## src/rtl/rd_empty_ctrl.sv

```systemverilog
// Read-domain status controller: syncs the Gray write pointer, derives empty/almost-empty/level,
// and gates rd_req into rd_en. Optional sticky underflow flag via RD_UNDERFLOW_DET_EN.
module rd_empty_ctrl #(
   parameter int ADDR_WIDTH  = 4,
   parameter int SYNC_STAGES = 2,
   parameter int AE_THRESH   = 2
) (
   input  logic                  rd_clk,
   input  logic                  rst_n,
   input  logic [ADDR_WIDTH:0]   wr_ptr_gray,
   input  logic [ADDR_WIDTH:0]   rd_ptr_bin,
   input  logic                  rd_req,
   input  logic                  underflow_clr,
   output logic                  rd_en,
   output logic                  rd_empty,
   output logic                  rd_almost_empty,
   output logic [ADDR_WIDTH:0]   rd_level,
   output logic                  rd_underflow
);

   localparam int PW = ADDR_WIDTH + 1;
   localparam logic [PW-1:0] AE_T = PW'(AE_THRESH);

   function automatic logic [PW-1:0] gray2bin(input logic [PW-1:0] g);
      logic [PW-1:0] b;
      b[PW-1] = g[PW-1];
      for (int i = PW - 2; i >= 0; i--) begin
         b[i] = b[i+1] ^ g[i];
      end
      return b;
   endfunction

   function automatic logic [PW-1:0] bin2gray(input logic [PW-1:0] b);
      return b ^ (b >> 1);
   endfunction

   logic [PW-1:0] wq_q [SYNC_STAGES];
   logic [PW-1:0] wr_bin_sync;
   logic [PW-1:0] rd_ptr_nxt;
   logic [PW-1:0] level_d;
   logic          empty_d;
   logic          ae_d;
   logic          rd_empty_q;
   logic          rd_ae_q;
   logic [PW-1:0] rd_level_q;

   always_ff @(posedge rd_clk) begin
      if (!rst_n) begin
         for (int i = 0; i < SYNC_STAGES; i++) wq_q[i] <= '0;
      end else begin
         wq_q[0] <= wr_ptr_gray;
         for (int i = 1; i < SYNC_STAGES; i++) wq_q[i] <= wq_q[i-1];
      end
   end

   // Look ahead to the pointer the handler loads on this edge, so the last read sets empty with no bubble.
   always_comb begin
      rd_en       = rd_req & ~rd_empty_q;
      wr_bin_sync = gray2bin(wq_q[SYNC_STAGES-1]);
      rd_ptr_nxt  = rd_ptr_bin + {{(PW-1){1'b0}}, rd_en};
      level_d     = wr_bin_sync - rd_ptr_nxt;
      empty_d     = (bin2gray(rd_ptr_nxt) == wq_q[SYNC_STAGES-1]);
      ae_d        = (level_d <= AE_T);
   end

   always_ff @(posedge rd_clk) begin
      if (!rst_n) begin
         rd_empty_q <= 1'b1;
         rd_ae_q    <= 1'b1;
         rd_level_q <= '0;
      end else begin
         rd_empty_q <= empty_d;
         rd_ae_q    <= ae_d;
         rd_level_q <= level_d;
      end
   end

   assign rd_empty        = rd_empty_q;
   assign rd_almost_empty = rd_ae_q;
   assign rd_level        = rd_level_q;

`ifdef RD_UNDERFLOW_DET_EN
   logic underflow_q;
   logic underflow_d;

   // Set has priority over clear.
   always_comb begin
      underflow_d = underflow_q;
      if (underflow_clr)          underflow_d = 1'b0;
      if (rd_req && rd_empty_q)   underflow_d = 1'b1;
   end

   always_ff @(posedge rd_clk) begin
      if (!rst_n) underflow_q <= 1'b0;
      else        underflow_q <= underflow_d;
   end

   assign rd_underflow = underflow_q;
`else
   logic unused_clr;
   assign unused_clr   = underflow_clr;
   assign rd_underflow = 1'b0;
`endif

endmodule

```

## config.mk

```make
export PLATFORM = sky130hd
export DESIGN_NAME = rd_empty_ctrl
export DESIGN_NICKNAME = d
export VERILOG_FILES = /design/src/rtl/rd_empty_ctrl.sv
export SDC_FILE = /design/constraint.sdc
export NUM_CORES = 1
export LEC_CHECK = 0
export BUFFER_PORTS_ARGS = -buffer_cell sky130_fd_sc_hd__clkbuf_2
export CELL_PAD_IN_SITES_DETAIL_PLACEMENT = 0
export CELL_PAD_IN_SITES_GLOBAL_PLACEMENT = 1
export CORE_MARGIN = 5
export CORE_UTILIZATION = 40
export CTS_BUF_LIST = sky130_fd_sc_hd__clkbuf_2
export DETAILED_ROUTE_END_ITERATION = 8
export PLACE_DENSITY_LB_ADDON = 0.3
export SLEW_MARGIN = 40
export SYNTH_ARGS = -nofsm -noshare
export SYNTH_HDL_FRONTEND = slang
export SYNTH_SLANG_ARGS = --single-unit
```

## constraint.sdc

```tcl
create_clock -name rd_clk -period 3.1 [get_ports rd_clk]
set_clock_uncertainty 0.15 [all_clocks]
set_input_delay 0.155 -clock rd_clk [delete_from_list [all_inputs] [get_ports rd_clk]]
set_output_delay 0.155 -clock rd_clk [all_outputs]
set_load 0.01 [all_outputs]
```

==> run summary <==
CP Launch Point: wq_q[0][9]$_SDFF_PN0_
commonest cells in the synthesized netlist: dfxtp_1 (17), and2_1 (14), xor2_1 (7), ha_1 (6), xnor2_1 (5)
Hold Vio Cnt, Final: 0
# IOs: 23
Residual DRC: 0
Yosys top cell by area: dfxtp_1
Achievable Freq: 347 MHz
first-pass GRT wire length: 2.48 mm
Hold Crit Class: in2reg
sequential-to-total area share from yosys stat: 39.8%
crit path buf inv count: 1
Peak VDD IR: 0.000291 V
core area: 2000 um2
CTS tree: done
Main synth FF type: dfxtp_1
hold path startpoint: rst_n
final worst slack: 215 ps
Largest stage delay, worst path: 460 ps
Die Ht: 56.2 um
First-pass DRT Iterations: 3
design area: 1060 um2
Synth cell types: 26
# rows: 16
Die Wd: 56.2 um
# port buffers: 20
maximum fanout along the worst path: 3
RSZ-0062 raised after global routing: false
setup slack at placement: 133 ps
overall routing resource usage: 10.2%
syn_area_per_cell: 10.7 um2
Tmin final: 2890 ps
synthesized instance count: 80
Sum Neg Setup Slack: 0 ps
Clock Sinks: 17
PwrDens: 483 nW/um2
grt total ovfl: 0
layout cells sized above 1: 28.0%
endpoints failing setup: 0
clk slew on worst S/H paths: 170 ps
FF-to-FF Start: wq_q[0][9]$_SDFF_PN0_
most numerous cell in the Yosys netlist: dfxtp_1
final wirelength: 1.36 mm
P&R area growth vs syn: 23.7%
Post-CTS Setup Inserts: 0
type of origin of the critical path: register
Clock Latency Late Sink: 300 ps
Mapped Nets: 101
Root Driver: clkbuf_2
EDFF count, synth: 0
total number of vias: 591
kind of critical path: reg2reg
post-layout net count: 129
Pleak: 0.492 nW
initial core utilization: 42.7%
vias per cell: 4.41
max-cap viol count: 0
number of global-route vias before repair: 583
CTS Buf Count: 3
Tcrit/Tclk final: 93.1%
Synth Cell Area: 855 um2
top cells by area, synth: dfxtp_1 (40%), and2_1 (10%), ha_1 (8.8%)
diodes inserted: 0
Placed Area: 977 um2
#FFs+latches synth: 17
GPL Wtd Cong: 0.740
ys async rst share: 0%
Synthesis Warnings: 0
maximum clock path buffer count: 2
Crit. End Element: register
Slew Limit Fails: 0
WP data required: 3160 ps
Slowest-stage cell, CP: dfxtp_1
First DRT Iteration DRCs: 5
initial antenna violation count: 0
CP top delay family: XOR/XNOR gates
run status: complete, no violations
top-area cell type share of the netlist area: 39.8%
Die Area: 3160 um2
H-tree depth: 1
worst path cell trace: xnor3_2, xnor2_2, xnor2_1, ha_1, inv_1, fa_1, nand2_1, o21ai_1, xor2_1, a2111oi_2
Routed Antenna Nets: 0
Arrival @ worst endpoint: 2950 ps
wire length per cell: 10.2 um
largest net degree at the start of global routing: 18
==> report_power, final <==
group          internal (mW)  switching (mW)  leakage, nW
combinational         0.0809          0.0760        0.338
sequential             0.244         0.00810        0.141
clock                 0.0301          0.0716       0.0126
==> registers in the layout (all words and copies together), names as in the netlist <==
signal	count
rd_empty	1
rd_almost_empty	1
rd_level	5
wq_q	10
==> layout by cell type, fill, tap and decap left out, drive strengths merged <==
| cell type | instances |
|---|---|
| nand3 | 2 |
| dfxtp | 17 |
| clkbuf | 23 |
| nor3 | 1 |
| xnor3 | 1 |
| mux2i | 1 |
| nand2 | 1 |
| nor2 | 1 |
| inv | 4 |
| nor2b | 3 |
| xnor2 | 6 |
| ha | 6 |
| a21boi | 1 |
| dlygate4sd3 | 5 |
| and2 | 15 |
| xor2 | 8 |
| o21ai | 4 |
| a2111oi | 1 |
| fa | 1 |
| clkinvlp | 1 |
| conb | 1 |
| nor3b | 2 |
| and3 | 1 |
| a21oi | 1 |
==> final cells by class <==
| cell class | count | area, um2 |
|---|---|---|
| clock buffers | 3 | 15.0 |
| repair buffers | 25 | 150 |
| flip-flops and latches | 17 | 340 |
| clock inverters | 1 | 7.51 |
| inverters | 4 | 15.0 |
| fillers | 195 | 945 |
| multi-input cells | 57 | 495 |
| well taps | 27 | 33.8 |
==> metrics by stage <==
step                      power [mW]  util, %  hold WS, ps  instances
after floorplan                0.365        -         93.5         80
after global placement         0.406     48.8          210        125
after detailed placement       0.411     48.8          214        125
after CTS                      0.517     52.4         64.1        134
after global routing           0.549     52.8         99.9        134
final                          0.510     52.8         62.2        134
==> path summary, 6_finish.rpt <==
path                                      to  slack [ps]  cells past startpoint
setup / recovery  rd_almost_empty$_SDFF_PN1_         210                     10
hold / removal           rd_empty$_SDFF_PN1_          60                      2
hold reg to reg        wq_q[0][6]$_SDFF_PN0_         310                      1
setup reg to reg  rd_almost_empty$_SDFF_PN1_         210                     10
==> cells by family (layout without fill, tap and decap cells) <==
family,count (synthesis),count (layout),share of synthesized area [%]
other,1,1,0.439
buffers and inverters,6,33,3.07
AOI/OAI and AO/OA,7,7,5.56
adders and majority gates,7,7,11.1
DFF,17,17,39.8
muxes,1,1,1.17
xor gates and xnor gates,15,15,20.2
and+or+nand+nor,26,26,18.6
==> routing by layer <==
layer	vias up	GRT usage [%]	wire length, um
li1	311	-	-
met1	261	10.9	546
met2	14	17.5	710
met3	5	4.18	85
met4	0	4.07	21
met5	-	0	0
==> repair_timing <==
item	CTS	global route
gates resized for setup	0	1
hold buffers	5	0
endpoints found under the setup margin	0	1
hold endpoints to repair	5	0
Note: power is estimated with default switching activity, not from simulation.
